===== src/rtl/fib_param_pkg.sv =====
// Shared definitions for the Fibonacci/Lucas sequencer: FSM encoding,
// sequence-select constants and seed terms.
package fib_param_pkg;

    typedef enum logic {
        S_IDLE = 1'b0,
        S_LOOP = 1'b1
    } state_t;

    localparam logic MODE_FIB   = 1'b0;
    localparam logic MODE_LUCAS = 1'b1;

    localparam int FIB_SEED0   = 0;
    localparam int FIB_SEED1   = 1;
    localparam int LUCAS_SEED0 = 2;
    localparam int LUCAS_SEED1 = 1;

endpackage


===== src/rtl/fib_param_step.sv =====
// Combinational next-term datapath: sum of the two live terms plus the
// per-term overflow flags shifted along with the terms.
module fib_param_step #(
    parameter int WIDTH = 32
) (
    input  logic [WIDTH-1:0] a_i,
    input  logic [WIDTH-1:0] b_i,
    input  logic             ovf_a_i,
    input  logic             ovf_b_i,
    output logic [WIDTH-1:0] sum_o,
    output logic             ovf_a_o,
    output logic             ovf_b_o
);
    logic [WIDTH:0] full_sum;

    assign full_sum = {1'b0, a_i} + {1'b0, b_i};
    assign sum_o    = full_sum[WIDTH-1:0];
    // A new term is out of range if either addend already was or the add carried.
    assign ovf_a_o  = ovf_b_i;
    assign ovf_b_o  = ovf_a_i | ovf_b_i | full_sum[WIDTH];
endmodule


===== src/rtl/fib_param.sv =====
// Iterative Fibonacci/Lucas term generator with abort, optional saturation
// and a one-cycle completion pulse.
module fib_param
    import fib_param_pkg::*;
#(
    parameter int WIDTH    = 32,
    parameter int N_WIDTH  = 32,
    parameter int SATURATE = 0
) (
    input  logic               __func_clock,
    input  logic               __func_reset,
    input  logic               __func_start,
    input  logic               __func_abort,
    input  logic [N_WIDTH-1:0] __args_n,
    input  logic               __args_mode,
    output logic               __func_ready,
    output logic               __func_done,
    output logic [WIDTH-1:0]   __func_result,
    output logic               __func_overflow,
    output state_t             dbg_state_o
);
    state_t             state_q, state_d;
    logic [WIDTH-1:0]   a_q, a_d, b_q, b_d;
    logic [N_WIDTH-1:0] count_q, count_d;
    logic               ovf_a_q, ovf_a_d, ovf_b_q, ovf_b_d;
    logic [WIDTH-1:0]   result_q, result_d;
    logic               overflow_q, overflow_d;
    logic               done_q, done_d;

    logic [WIDTH-1:0]   sum;
    logic               ovf_a_nx, ovf_b_nx;

    fib_param_step #(.WIDTH(WIDTH)) u_step (
        .a_i     (a_q),
        .b_i     (b_q),
        .ovf_a_i (ovf_a_q),
        .ovf_b_i (ovf_b_q),
        .sum_o   (sum),
        .ovf_a_o (ovf_a_nx),
        .ovf_b_o (ovf_b_nx)
    );

    always_ff @(posedge __func_clock or posedge __func_reset) begin
        if (__func_reset) begin
            state_q    <= S_IDLE;
            a_q        <= '0;
            b_q        <= '0;
            count_q    <= '0;
            ovf_a_q    <= 1'b0;
            ovf_b_q    <= 1'b0;
            result_q   <= '0;
            overflow_q <= 1'b0;
            done_q     <= 1'b0;
        end else begin
            state_q    <= state_d;
            a_q        <= a_d;
            b_q        <= b_d;
            count_q    <= count_d;
            ovf_a_q    <= ovf_a_d;
            ovf_b_q    <= ovf_b_d;
            result_q   <= result_d;
            overflow_q <= overflow_d;
            done_q     <= done_d;
        end
    end

    always_comb begin
        state_d    = state_q;
        a_d        = a_q;
        b_d        = b_q;
        count_d    = count_q;
        ovf_a_d    = ovf_a_q;
        ovf_b_d    = ovf_b_q;
        result_d   = result_q;
        overflow_d = overflow_q;
        done_d     = 1'b0;
        case (state_q)
            S_IDLE: begin
                if (__func_start) begin
                    a_d     = (__args_mode == MODE_LUCAS) ? WIDTH'(LUCAS_SEED0) : WIDTH'(FIB_SEED0);
                    b_d     = (__args_mode == MODE_LUCAS) ? WIDTH'(LUCAS_SEED1) : WIDTH'(FIB_SEED1);
                    count_d = __args_n;
                    ovf_a_d = 1'b0;
                    ovf_b_d = 1'b0;
                    state_d = S_LOOP;
                end
            end
            S_LOOP: begin
                // Abort takes priority over the count==0 completion.
                if (__func_abort) begin
                    state_d = S_IDLE;
                end else if (count_q == '0) begin
                    result_d   = (SATURATE != 0 && ovf_a_q) ? '1 : a_q;
                    overflow_d = ovf_a_q;
                    done_d     = 1'b1;
                    state_d    = S_IDLE;
                end else begin
                    a_d     = b_q;
                    b_d     = sum;
                    ovf_a_d = ovf_a_nx;
                    ovf_b_d = ovf_b_nx;
                    count_d = count_q - N_WIDTH'(1);
                end
            end
            default: state_d = S_IDLE;
        endcase
    end

    assign __func_ready    = (state_q == S_IDLE);
    assign __func_done     = done_q;
    assign __func_result   = result_q;
    assign __func_overflow = overflow_q;
    assign dbg_state_o     = state_q;
endmodule


===== config.mk =====
export PLATFORM = sky130hd
export DESIGN_NAME = fib_param
export DESIGN_NICKNAME = d
export VERILOG_FILES = /design/src/rtl/fib_param_pkg.sv /design/src/rtl/fib_param_step.sv /design/src/rtl/fib_param.sv
export SDC_FILE = /design/constraint.sdc
export NUM_CORES = 1
export LEC_CHECK = 0
export ABC_CLOCK_PERIOD_IN_PS = 6050
export BUFFER_PORTS_ARGS = -buffer_cell sky130_fd_sc_hd__buf_2
export CAP_MARGIN = 20
export CORE_MARGIN = 4
export CORE_UTILIZATION = 40
export DETAILED_ROUTE_END_ITERATION = 12
export GPL_ROUTABILITY_DRIVEN = 0
export PLACE_DENSITY = 0.64
export SYNTH_ARGS = -nofsm -noshare
export SYNTH_HDL_FRONTEND = slang
export SYNTH_SLANG_ARGS = --single-unit

===== constraint.sdc =====
create_clock -name __func_clock -period 6.05 [get_ports __func_clock]
set_input_delay 0.605 -clock __func_clock [delete_from_list [all_inputs] [get_ports __func_clock]]
set_output_delay 0.605 -clock __func_clock [all_outputs]
set_load 0.05 [all_outputs]

== Word level (Yosys, flattened, before mapping) ==
Index checks and enable logic that the tools add are counted.

* Add/sub/neg operators: 2
* Muxes and demuxes: 27
* Div/mod/pow operators: 0
* Shift-type cells: 0
* Magnitude comparators: 0
* $mul: 0
* Bitwise gates (word level): 4
* Reductions and logical operators: 3
* Eq/ne operators: 3

{| class="wikitable"
|+ Operator list
! kind !! count
|-
| $mux 32 || 9
|-
| $pmux 32 s2 || 3
|-
| $add 32x32->33 || 1
|-
| $logic_not 32->1 || 1
|-
| $sub 32x1->32 const B || 1
|-
| $mux 1 || 11
|-
| $ne 2x2->1 const B || 3
|-
| $pmux 1 s2 || 3
|-
| $reduce_and 3->1 || 2
|-
| $mux 2 || 1
|-
| $not 1->1 || 2
|-
| $or 1x1->1 || 2
|}

* Bits in read-only memories: 0
* Bits in registers: 133
* Memory bits (writable): 0
* Latch bits: 0
* Word-level logic and storage cells: 48
* Memories kept: 0
* Output and inout bits: 36

== Depth between registers and ports, before layout ==
Gate-level depths: netlist of run 1.

* Depth in word-level cells: 5
* Gate-level depth with buffers: 13
* Depth with buffers taken out: 11

== By module ==
Synthesis of run 1 repeated with hierarchy kept, for this count alone.

* Cells, all modules: 731
* Area, all modules: 7634.8 sq um

{| class="wikitable"
|+ By module, submodules not included
! module !! sequential area each (sq um) !! area an instance (sq um) !! cells each !! instances
|-
| fib_param || 3328.2 || 5885.6 || 484 || 1
|-
| fib_param_step || 0.0 || 1749.2 || 247 || 1
|}

== Worst setup path after synthesis of run 1 ==
Ideal clock, no wire load.

* Path type: register to register
* From: register count_q[24]
* To: register count_q[20]
* Arrival time: 2.573 ns
* Period minus slack after synthesis: 2.694 ns
* Cell stages (with the launch flop): 10
* Path slack: 3.356 ns
* Required time: 5.929 ns
* Cells stage by stage: dfrtp_1 -> or4_1 -> or4_1 -> nand4b_4 -> and2_1 -> buf_2 -> a21oi_4 -> inv_2 -> clkbuf_1 -> a22o_1

* Cells in the longest elaborated chain, start to end: 3

{| class="wikitable"
|+ RTL lines
! item !! RTL line !! RTL
|-
| from (decl) || fib_param.sv:24 || <nowiki>logic [N_WIDTH-1:0] count_q, count_d;</nowiki>
|-
| from (signal assigned) || fib_param.sv:58 || <nowiki>count_q <= count_d;</nowiki>
|-
| $logic_not 32->1 || fib_param.sv:92 || <nowiki>end else if (count_q == '0) begin</nowiki>
|-
| $ne 2x2->1 (no line) || -- ||
|-
| $reduce_and 3->1 (no line) || -- ||
|}

No other way between the ends.
A chain may end at the register's enable or synchronous reset.

== Worst setup path after layout of run 1 ==
* From: register count_q[24]
* To: register count_q[31]

* Cells in the longest elaborated chain, start to end: 4

{| class="wikitable"
|+ RTL lines
! item !! RTL line !! RTL
|-
| $sub 32x1->32 || fib_param.sv:102 || <nowiki>count_d = count_q - N_WIDTH'(1);</nowiki>
|-
| $mux 32 || fib_param.sv:92 ||
|-
| $mux 32 || fib_param.sv:90 || <nowiki>if (__func_abort) begin</nowiki>
|-
| $pmux 32 s2 || fib_param.sv:77 || <nowiki>case (state_q)</nowiki>
|}

Several ways; a longest one is shown, not always the timed one. The select of a mux whose other input is x is not followed.

==> results of run 1 <==
registers in the layout, indices dropped and copies added (netlist names):
name and cells:
count_q 32, b_q 32, __func_done 1, dbg_state_o 1, ovf_b_q 1, __func_overflow 1
a_q 32, __func_result 32, ovf_a_q 1
final cells by class:
class,count,area [sq um],share of cell area (%)
Inverter,20,80.08,0.9494
Timing Repair Buffer,77,405.4,4.806
Sequential cell,133,3329,39.47
Multi-Input combinational cell,561,3766,44.65
Tap cell,229,286.5,3.397
Clock inverter,14,127.6,1.513
Clock buffer,18,439.2,5.207
worst paths after layout:
kind | start | end | slack [ps]
max in group asynchronous | __func_reset | dbg_state_o | 4620
hold / removal | __func_reset | a_q[9] | 340
setup / recovery | count_q[24] | count_q[31] | 2550
min in group __func_clock | __args_n[17] | count_q[17] | 480
hold reg to reg | __func_result[15] | __func_result[15] | 500
setup reg to reg | count_q[24] | count_q[31] | 2550
where the power goes:
group / leakage [nW] / total, mW / internal (mW) / switching (mW)
Clock: 0.269 / 0.997 / 0.578 / 0.419
Sequential: 1.76 / 1.09 / 0.984 / 0.106
Combinational: 1.95 / 0.375 / 0.142 / 0.234
Total: 3.97 / 2.46 / 1.70 / 0.758
logic make-up after synthesis:
| family | share of synthesized area [%] |
|---|---|
| buffers and inverters | 3.163 |
| xor gates and xnor gates | 3.351 |
| DFF | 45.48 |
| muxes | 5.642 |
| and+or+nand+nor | 13.15 |
| adders and majority gates | 6.087 |
| AOI/OAI and AO/OA | 23.13 |
metal layers:
metal  GRT usage (%)  wire length, microns  up-vias  part of all wire [%]
met5               0                     0        -                     0
met4           5.005                   197        0                   1.2
met3           4.454                   904       18                   5.4
li1                -                     -     2898                     -
met2           26.38                  7575      126                    46
met1           24.02                  7936     2820                    48
metrics by stage:
stage                     setup WS (ps)  cell area (sq um)  total power, mW  util (%)
after CTS                          2524               8419            2.486     46.87
after global placement             2547               7853            1.467     43.71
after floorplan                    1891               7318            1.378         -
after global routing               2236               8434            2.605     46.95
after detailed placement           2535               7853            1.482     43.71
final                              2547               8434            2.462     46.95
layout by cell type, fill, tap and decap left out, types with 4 or more instances in the layout:
| cell type | netlist | final |
|---|---|---|
| xor2_1 | 17 | 17 |
| o31ai_1 | 5 | 5 |
| clkinvlp_4 | 0 | 4 |
| nand2_1 | 78 | 78 |
| inv_6 | 0 | 4 |
| or4_1 | 6 | 6 |
| inv_1 | 18 | 17 |
| o21bai_1 | 5 | 5 |
| a31oi_1 | 12 | 12 |
| xnor2_1 | 11 | 11 |
| mux2_2 | 34 | 34 |
| buf_4 | 0 | 4 |
| ha_1 | 34 | 34 |
| nand4_1 | 5 | 5 |
| clkbuf_16 | 0 | 17 |
| o21a_1 | 6 | 6 |
| a21oi_1 | 71 | 71 |
| a21o_1 | 13 | 13 |
| o22ai_1 | 9 | 9 |
| a22o_1 | 36 | 36 |
| dfrtp_1 | 133 | 132 |
| nor3_1 | 15 | 15 |
| buf_2 | 11 | 72 |
| o21ai_0 | 69 | 69 |
| nand2b_1 | 7 | 7 |
| and2_1 | 4 | 4 |
| o32ai_1 | 6 | 6 |
| o22a_1 | 7 | 7 |
| nand3_1 | 15 | 15 |
| or3_1 | 6 | 6 |
| and3_1 | 4 | 4 |
| nor2_1 | 38 | 37 |
==> reports/results.tsv, run 1 <==
metric	value	unit
status	finished, final reports clean	
async_flop_share	100.0	%
ys_top_cells_by_area	dfrtp_1 (45%), ha_1 (5.8%), mux2_2 (5.2%), a21oi_1 (4.9%), o21ai_0 (4.7%)	
holdBufCountCts	0	
path_clk_slew	60	ps
cts_setup_buffers	0	
die_h	143.3	microns
finalCriticalPeriod	3503	ps
yosysSeqAreaShare	45.48	%
path_class	reg2reg	
vias_per_cell	5.572	
slowest_stage	buf_4	
avgRoutedWirePerCell	15.79	microns
fin_cells	1052	
cp.required	6410	ps
cts.path.max_buffers	2	
cp.arrival	3860	ps
crit_path_start_kind	register	
slew_viol_final	0	
crit_path_end_kind	register	
drc	0	
worstPathCellList	or4_1 -> or4_1 -> nand4b_4 -> and2_1 -> buf_4 -> a21oi_4 -> buf_4 -> or3_1 -> o21ai_0 -> a21oi_1	
cts_tree	done	
ant_nets	0	
antenna_found_initial	0	
worst_slew_pin_slew	996.0	ps
die_w	143.3	microns
track_usage	17.16	%
syn_area_per_cell	9.758	sq um
drt-pass1-iter-count	5	
finalNetCount	882	
core	0.01796	sq mm
synth.most_common_cell	dfrtp_1	
yosysWarnings	0	
skew	11.09	ps
wl	16610	microns
crit_path_max_fanout	81	
ios	73	
rsz0062_at_grt	false	
grt_max_degree	90	
area_growth	15.25	%
power_leakage	3.974	nW
cts_inserted_buffers	17	
worst_path_largest_cell_delay	660	ps
synth_area_leader_cell	dfrtp_1	
synth_edf_count	0	
std_cell_rows	49	
synth_cell_type_count	63	
drive_gt1_share	19.20	%
fin_setup_tns	0	ps
cp.depth	10	
hpwl	10990	microns
start_util	40.74	%
num-fill-cells	1686	
ys_top_cells_by_count	dfrtp_1 (133), nand2_1 (78), a21oi_1 (71), o21ai_0 (69), nor2_1 (38)	
power.density	291.9	mW/mm^2
netlist_area	0.007318	sq mm
yosys_register_bits	133	
hp-class	in2async	
h-tree-depth	4	
drt_iter0_markers	416	
critPathBufInv	2	
min_period_over_period	57.89	%
setup_viol	0	
overflow	0	
grt_pass1_wl	28590	microns
postSynthCellCount	750	
cap_violations	0	
slew-limit-headroom	33.44	%
critPathTopFamily	simple AND/OR/NAND/NOR gates	
clock_sinks	133	
dieArea	0.02052	sq mm
portBuffers	72	
clock_latency	430	ps
reg2reg_depth	10	
grt_pass1_vias	5640	
vdd_ir_drop_max	200.9	uV
clock-root-buffer	clkbuf_16	
final_hold_viol_count	0	
synthFlopType	dfrtp_1	
hold_ws	342.0	ps
syn-num-nets	822	
max_freq	285.5	MHz
cts_resized	0	
via_count	5862	
yosys.area.top_type_share	45.48	%
place_inst	1019	
n_antenna_cell	0	
(Power assumes the default switching activity.)
==> inputs of run 2 (changes only) <==
ABC_CLOCK_PERIOD_IN_PS = 3450   (was 6050)
clock period = 3.45 ns   (was 6.05 ns; I/O delays follow)
==> run 2 against run 1 <==
Effect of this change:
- critical path type unchanged
- cell count is 1.0% higher
- flip-flop and latch count stayed put
- worst setup slack worse by 2100 ps
- via count is 0.75% higher
- clock-buffer cell count is 2 higher
- sequential share of layout area is 0.97 points lower
- worst hold slack worse by 120 ps
- clock power is 110% higher
- critical path depth is 2 lower
- register-to-register slack worse by 2100 ps
==> reports/results.tsv, run 2 (synthesized netlist as in run 1, its figures left out) <==
metric	value	unit	change
cap_violations	0		unchanged
ios	73		unchanged
drive_gt1_share	20.14	%	was 19.20%
area_growth	18.16	%	was 15.25%
crit_path_max_fanout	52		was 81
worstHoldStart	__args_n[14]		
cts_resized	0		unchanged
place_ws	468.1	ps	was 2535 ps
hold_ws	226.2	ps	was 342.0 ps
clock_sinks	133		unchanged
min_period_over_period	86.65	%	was 57.89%
start_util	40.74	%	unchanged
finalCriticalPeriod	2989	ps	was 3503 ps
n_antenna_cell	0		unchanged
final_common_cell	dfrtp_1		unchanged
reg2reg_depth	8		was 10
cts_tree	done		unchanged
worst_slew_pin_slew	852.5	ps	was 996.0 ps
cp.required	3750	ps	was 6410 ps
vdd_ir_drop_max	393.6	uV	was 200.9 uV
final_hold_viol_count	0		unchanged
rr_endpoint	count_q[28]		was count_q[31]
hold_path_end	count_q[14]		
h-tree-depth	4		unchanged
r2r_setup_slack	460	ps	was 2550 ps
fin_setup_tns	0	ps	unchanged
cts.path.max_buffers	2		unchanged
met2_usage	25.89	%	was 26.38%
drc	0		unchanged
cts_inserted_buffers	17		unchanged
clock-root-buffer	clkbuf_16		unchanged
power_leakage	4.094	nW	was 3.974 nW
overflow	0		unchanged
power	4.699	mW	was 2.462 mW
avgRoutedWirePerCell	15.85	microns	was 15.79 microns
use_met1	24.82	%	was 24.02%
die_w	143.3	microns	unchanged
vias_per_cell	5.556		was 5.572
clock_latency	420	ps	was 430 ps
cts_setup_buffers	0		unchanged
track_usage	17.25	%	was 17.16%
power.density	543.5	mW/mm^2	was 291.9 mW/mm^2
rsz0062_at_grt	false		unchanged
grt.busiest_layer	met2		unchanged
setup_slack	460.6	ps	was 2547 ps
wl	16850	microns	was 16610 microns
core	0.01796	sq mm	unchanged
slew-limit-headroom	43.09	%	was 33.44%
slew_viol_final	0		unchanged
grt_pass1_wl	28970	microns	was 28590 microns
hpwl	11400	microns	was 10990 microns
antenna_found_initial	0		unchanged
max_freq	334.5	MHz	was 285.5 MHz
grt_max_degree	79		was 90
via_count	5906		was 5862
path_clk_slew	60	ps	about the same
final_cell_mix	dfrtp_1 (132), nand2_1 (78), buf_2 (72)		unchanged
ant_nets	0		unchanged
hp-class	in2reg		was in2async
dieArea	0.02052	sq mm	unchanged
skew	11.06	ps	was 11.09 ps
crit_path_end_kind	register		unchanged
portBuffers	72		unchanged
crit_path_start_kind	register		unchanged
grt_pass1_vias	5796		was 5640
r2r-start	count_q[24]		unchanged
setup_viol	0		unchanged
drt_iter0_markers	379		was 416
holdPathStages	3		
status	finished, final reports clean		unchanged
final_core_util	48.14	%	was 46.95%
drt-pass1-iter-count	6		was 5
finalNetCount	893		was 882
grtUsageMet3	3.885	%	was 4.454%
cp.arrival	3290	ps	was 3860 ps
die_h	143.3	microns	unchanged
path_class	reg2reg		unchanged
std_cell_rows	49		unchanged
==> run 2: changes by cell type in the layout (fill, tap and decap cells not counted), sizes merged, moves of 2 or more <==
| cell | previous run | this run |
|---|---|---|
| clkinvlp | 4 | 2 |
| bufinv | 1 | 6 |
| inv | 22 | 18 |
| clkbuf | 18 | 20 |
| buf | 77 | 87 |
==> run 2: worst max path at each step <==
stage / slack [ps] / cells past startpoint / end / start
after floorplan: 760 / 9 / count_q[20] / count_q[24]
after detailed placement: 470 / 8 / count_q[26] / count_q[24]
after CTS: 450 / 8 / count_q[26] / count_q[24]
after global placement: 510 / 8 / count_q[26] / count_q[24]
final: 460 / 8 / count_q[28] / count_q[24]
after global routing: 210 / 9 / count_q[31] / count_q[24]
==> run 2: cell type report <==
type	count	area, sq um
repair buffers	88	495.5
flip-flops and latches	133	3329
fillers	1673	9316
multi-input cells	561	3766
clock inverters	12	224.0
clock buffers	20	466.7
inverters	20	78.83
well taps	229	286.5
==> run 2: layer usage <==
metal	part of all wire (%)	vias up	wire length, microns
met3	4.5	21	752
met5	0	-	0
met1	49	2836	8215
met4	1.5	0	251
met2	45	130	7625
li1	-	2919	-
==> run 2: repair_timing <==
item | CTS | global route
setup endpoints to repair | 0 | 0
hold buffers | 1 | 0
endpoints found under the hold margin | 14 | 0
==> run 2: worst max-delay path, stage by stage (launching register included) <==
cell	delay [ps]
dfrtp_1	430
or4_1	570
or4_1	480
nand4b_4	230
and2_1	230
a21oi_4	170
inv_2	360
o21a_1	230
o22a_1	170
==> run 2: power by group <==
| part | switching [mW] | total (mW) | internal, mW |
|---|---|---|---|
| combinational | 0.414 | 0.678 | 0.264 |
| clock | 0.699 | 2.11 | 1.41 |
| sequential | 0.183 | 1.91 | 1.73 |
| total | 1.30 | 4.70 | 3.40 |
==> run 2: per-stage QoR <==
| stage | cell area, sq um | cells |
|---|---|---|
| after CTS | 8647 | 1063 |
| final | 8647 | 1063 |
| after floorplan | 7322 | 750 |
| after detailed placement | 7946 | 1030 |
| after global routing | 8647 | 1063 |
| after global placement | 7946 | 1030 |
